`config.mk`:
```
export PLATFORM = sky130hd
export DESIGN_NAME = clk_div_bank
export DESIGN_NICKNAME = d
export VERILOG_FILES = /design/src/rtl/clk_div_bank.sv
export SDC_FILE = /design/constraint.sdc
export NUM_CORES = 1
export LEC_CHECK = 0
export CORE_UTILIZATION = 25
export DETAILED_ROUTE_END_ITERATION = 16
export PLACE_DENSITY = 0.4
export SLEW_MARGIN = 15
export SYNTH_ARGS = -nofsm -noshare
export SYNTH_HDL_FRONTEND = slang
export SYNTH_SLANG_ARGS = --single-unit
```
`constraint.sdc`:
```
create_clock -name CLK -period 7.8 [get_ports CLK]
set_input_delay 1.56 -clock CLK [delete_from_list [all_inputs] [get_ports CLK]]
set_output_delay 1.56 -clock CLK [all_outputs]
set_load 0.03 [all_outputs]
```
`src/rtl/clk_div_bank.sv`:
```
// rtl/clk_div_bank.sv - multi-channel programmable clock/strobe divider with shadowed reload
module clk_div_bank #(
    parameter int          N_CH       = 2,
    parameter int          CNT_W      = 32,
    parameter int unsigned RST_PERIOD = 1,
    parameter int unsigned RST_HIGH   = 1
) (
    input  logic                    CLK,
    input  logic                    RST,
    input  logic [N_CH-1:0]         EN,
    input  logic [N_CH*CNT_W-1:0]   PERIOD_IN,
    input  logic [N_CH*CNT_W-1:0]   HIGH_IN,
    input  logic [N_CH-1:0]         LOAD,
    input  logic                    SYNC,
    output logic [N_CH-1:0]         CLK_OUT,
    output logic [N_CH-1:0]         TICK,
    output logic [N_CH-1:0]         PEND
);

    localparam logic [CNT_W-1:0] RST_PER_V  = CNT_W'(RST_PERIOD);
    localparam logic [CNT_W-1:0] RST_HIGH_V = CNT_W'(RST_HIGH);
    localparam logic [CNT_W-1:0] ONE        = CNT_W'(1);

    for (genvar i = 0; i < N_CH; i++) begin : g_ch
        logic [CNT_W-1:0] cnt_q,    cnt_d;
        logic [CNT_W-1:0] per_a_q,  per_a_d;
        logic [CNT_W-1:0] high_a_q, high_a_d;
        logic [CNT_W-1:0] per_p_q,  per_p_d;
        logic [CNT_W-1:0] high_p_q, high_p_d;
        logic             pend_q,   pend_d;
        logic             tick_q,   tick_d;
        logic             out_q,    out_d;
        logic             wrap;
        logic             apply;

        // Next-state: pending capture, wrap/park decision, shadow apply and output level
        always_comb begin
            cnt_d    = cnt_q;
            per_a_d  = per_a_q;
            high_a_d = high_a_q;
            per_p_d  = per_p_q;
            high_p_d = high_p_q;
            pend_d   = pend_q;
            tick_d   = 1'b0;
            out_d    = 1'b0;
            wrap     = 1'b0;
            apply    = 1'b0;

            // A disabled channel applies pending values immediately; an enabled
            // one only at a wrap, so the running period is never cut short.
            if (!EN[i]) begin
                apply = pend_q;
            end else begin
                wrap  = (cnt_q == per_a_q) || SYNC;
                apply = wrap && pend_q;
            end

            if (apply) begin
                per_a_d  = per_p_q;
                high_a_d = high_p_q;
                pend_d   = 1'b0;
            end

            // A LOAD on the apply edge lands in pending and survives to the next apply
            if (LOAD[i]) begin
                per_p_d  = PERIOD_IN[i*CNT_W +: CNT_W];
                high_p_d = HIGH_IN[i*CNT_W +: CNT_W];
                pend_d   = 1'b1;
            end

            if (!EN[i]) begin
                // Parking at terminal count makes the first enabled edge a wrap
                cnt_d = per_a_d;
            end else if (wrap) begin
                cnt_d  = '0;
                tick_d = 1'b1;
                out_d  = (cnt_d < high_a_d);
            end else begin
                cnt_d  = cnt_q + ONE;
                out_d  = (cnt_d < high_a_d);
            end
        end

        // Channel state register with synchronous reset to the parked defaults
        always_ff @(posedge CLK) begin
            if (RST) begin
                cnt_q    <= RST_PER_V;
                per_a_q  <= RST_PER_V;
                high_a_q <= RST_HIGH_V;
                per_p_q  <= RST_PER_V;
                high_p_q <= RST_HIGH_V;
                pend_q   <= 1'b0;
                tick_q   <= 1'b0;
                out_q    <= 1'b0;
            end else begin
                cnt_q    <= cnt_d;
                per_a_q  <= per_a_d;
                high_a_q <= high_a_d;
                per_p_q  <= per_p_d;
                high_p_q <= high_p_d;
                pend_q   <= pend_d;
                tick_q   <= tick_d;
                out_q    <= out_d;
            end
        end

        assign CLK_OUT[i] = out_q;
        assign TICK[i]    = tick_q;
        assign PEND[i]    = pend_q;
    end

endmodule

```
==> impl_results.md <==
- Hpwl dp: 32,800 um
- Total Neg Setup Slack: 0 ns
- Crit path launch: EN[0]
- R2r startpoint: g_ch[0].cnt_q[0]
- CTS sink count: 326
- CP max stage cell: o21ai_4
- Total CTS buffers: 40
- CP bufs+invs: 2
- FFs w/ async S/R, synth: 0%
- TritonCTS clock tree: done
- Gr ovfl total: 0
- Post-synth EDFFs: 0
- Max H-tree Level: 2
- Starting DRT DRC Count: 482
- Top FF cell, synth: dfxtp_1
- Crit path max-delay family: compound AO/OA/AOI/OAI gates
- Clock slew at reported path FFs: 0.06 ns
- Vias per cell: 4.56
- Die Width: 246 um
- Type of the worst setup path: in2reg
- Post-cts repair resize count: 0
- Final Max Slew Viols: 0
- Die area: 60,700 um^2
- Crit start category: input pin
- Initial core utilization: 25.3%
- Actual slew at the worst max-slew pin: 1.12 ns
- Largest net degree at the start of global routing: 94
- Syn_nets: 1,746
- RSZ-0062 raised after global routing: no
- Core footprint: 59,000 um^2
- # IOs: 141
- Cells after Synth: 1,547
- Clock root cell: clkbuf_16
- PwrDens: 224 nW/um^2
- Layout cell share with drive strength beyond 1: 6.52%
- Post-Route Skew: 0.0150 ns
- Maximum VDD drop: 0.138 mV
- Slew Limit Headroom: 24.9%
- Post-route DRC: 0
- Yosys warns: 0
- Commonest non-fill, non-tap cell in the layout: dfxtp_1
- DR WL/cell: 18.4 um
- Min-delay src: g_ch[0].per_p_q[8]
- FP Rows: 89
- Synth Area per Inst: 9.65 um^2
- Yosys cell types: 50
- Area growth syn-to-layout: 22.3%
- Lkg Pwr: 8.19 nW
- Drt first pass iters: 5
- Number of routed nets with antenna violations: 0
- Die height: 246 um
- Syn Std Cell Area: 14,900 um^2
- Minimum clock period: 5.51 ns
- N_diodes: 0
- Skew-Pair Late Insertion Delay: 0.56 ns
- Core Util, Final: 30.9%
- Critical Path AT: 5.95 ns
- Global-route wire length before repair: 68,400 um
- CP cell instances: clkdlybuf4s50_1, buf_4, nand2b_1, o21ai_4, mux2i_1, ha_1, nand4_1, or3_1, nor3_1, nand3_1, o311ai_0, nor4_1, a32o_1
- Hold Vio Cnt, Final: 0
- Worst path required time: 8.24 ns
- Initial antenna violation count: 0
- Worst-path fanout max: 35
- DR vias: 11,143
- Synthesized flop and latch total: 326
- Worst hold path class: reg2reg
- Seq/Total Area, Yosys: 43.7%
- Post-layout instance area: 18,300 um^2
- GP Congestion: 0.799
- Commonest cells after routing, fill and taps aside: 326 x dfxtp_1, 292 x nor2_1, 256 x mux2i_1
- Vias in the first global route: 11,408
- Setup bufs post-CTS: 0
- Total wire length: 44,900 um
- Hold buffer count at cts: 0
- CP Capture Type: register
- Tot GR Track Use: 14.9%
- Slowest stage delay, CP: 0.90 ns
- FMAX: 182 MHz
- Status: complete, no violations
- Final net count: 1,846
- Final worst-path cycle share: 70.6%
- Max Cap Viol: 0
- Clock buffer depth: 3
- Final setup violation count: 0
- # port buffers: 140
- Instance area after placement: 17,000 um^2
## final timing paths
kind | end | slack [ns] | depth (start not counted)
worst min-delay path | g_ch[0].per_p_q[8] | 0.50 | 2
worst min register to register | g_ch[0].per_p_q[8] | 0.50 | 2
worst max-delay path | g_ch[0].out_q | 2.29 | 13
worst max register to register | g_ch[0].out_q | 3.19 | 16
## synthesized netlist by cell type (all sizes together), types with 8 or more instances
cell type | count | area [um^2]
nand2 | 35 | 131
and4 | 10 | 87.6
inv | 13 | 48.8
o21ai | 15 | 75.1
and3 | 10 | 62.6
o31ai | 27 | 203
a21o | 14 | 105
nor2 | 294 | 1110
nor3 | 41 | 210
nand4 | 50 | 313
xor2 | 64 | 561
ha | 64 | 801
nor2b | 8 | 50.1
xnor2 | 60 | 533
buf | 23 | 160
a21oi | 23 | 115
nor4 | 42 | 269
dfxtp | 326 | 6530
nand2b | 19 | 119
mux2i | 256 | 2560
nand3 | 25 | 125
a31o | 32 | 280
clkbuf | 71 | 268
## metal layers
layer	wire length, um	part of all wire, %	up-vias	global-route usage, %
met2	23100	51	167	27.0
li1	-	-	5678	-
met3	1380	3.1	63	2.19
met4	1280	2.9	0	5.19
met1	19100	43	5235	17.6
met5	0	0	-	0
## through the flow
| step | hold WS, ns | power (mW) | std cells | setup WS, ns |
|---|---|---|---|---|
| detailed placement | 0.490 | 2.31 | 2378 | 1.68 |
| global placement | 0.486 | 2.31 | 2378 | 1.87 |
| global route | 0.520 | 4.28 | 2446 | 1.93 |
| finish | 0.498 | 4.09 | 2446 | 2.29 |
| CTS | 0.503 | 4.18 | 2446 | 2.27 |
| floorplan | 0.441 | 2.12 | 1547 | 3.38 |
## kinds of logic (layout without fill, tap and decap cells)
group	Yosys count	in the layout	synth area share [%]
and+or+nand+nor	540	540	16.8
adders and majority gates	64	64	5.37
DFF	326	326	43.7
AOI/OAI and AO/OA	129	129	6.29
buffers and inverters	107	233	3.19
xor gates and xnor gates	124	124	7.33
muxes	257	257	17.2
## worst min-delay path: cells and delay by family, from the launching register on
kind,cells,cell delay [ns]
DFF,1,0.33
and+or+nand+nor,1,0.07
muxes,1,0.07
## registers in the layout (all words and copies together) (netlist names)
name / flops
g_ch.tick_q: 2
g_ch.pend_q: 2
g_ch.per_p_q: 64
g_ch.high_a_q: 64
g_ch.out_q: 2
g_ch.cnt_q: 64
g_ch.high_p_q: 64
g_ch.per_a_q: 64
## layout make-up
cell class | instances | area (um^2)
Clock buffer | 64 | 1220
Clock inverter | 4 | 52.6
Fill cell | 6226 | 40800
Inverter | 13 | 48.8
Multi-Input combinational cell | 1114 | 7950
Sequential cell | 326 | 6530
Tap cell | 773 | 967
Timing Repair Buffer | 152 | 1490
## power breakdown
part | internal [mW] | switching (mW) | total, mW
combinational | 0.218 | 0.253 | 0.471
clock | 1.10 | 0.725 | 1.82
sequential | 1.73 | 0.0612 | 1.80
total | 3.05 | 1.04 | 4.09
Power figures use the tool's default switching activity.
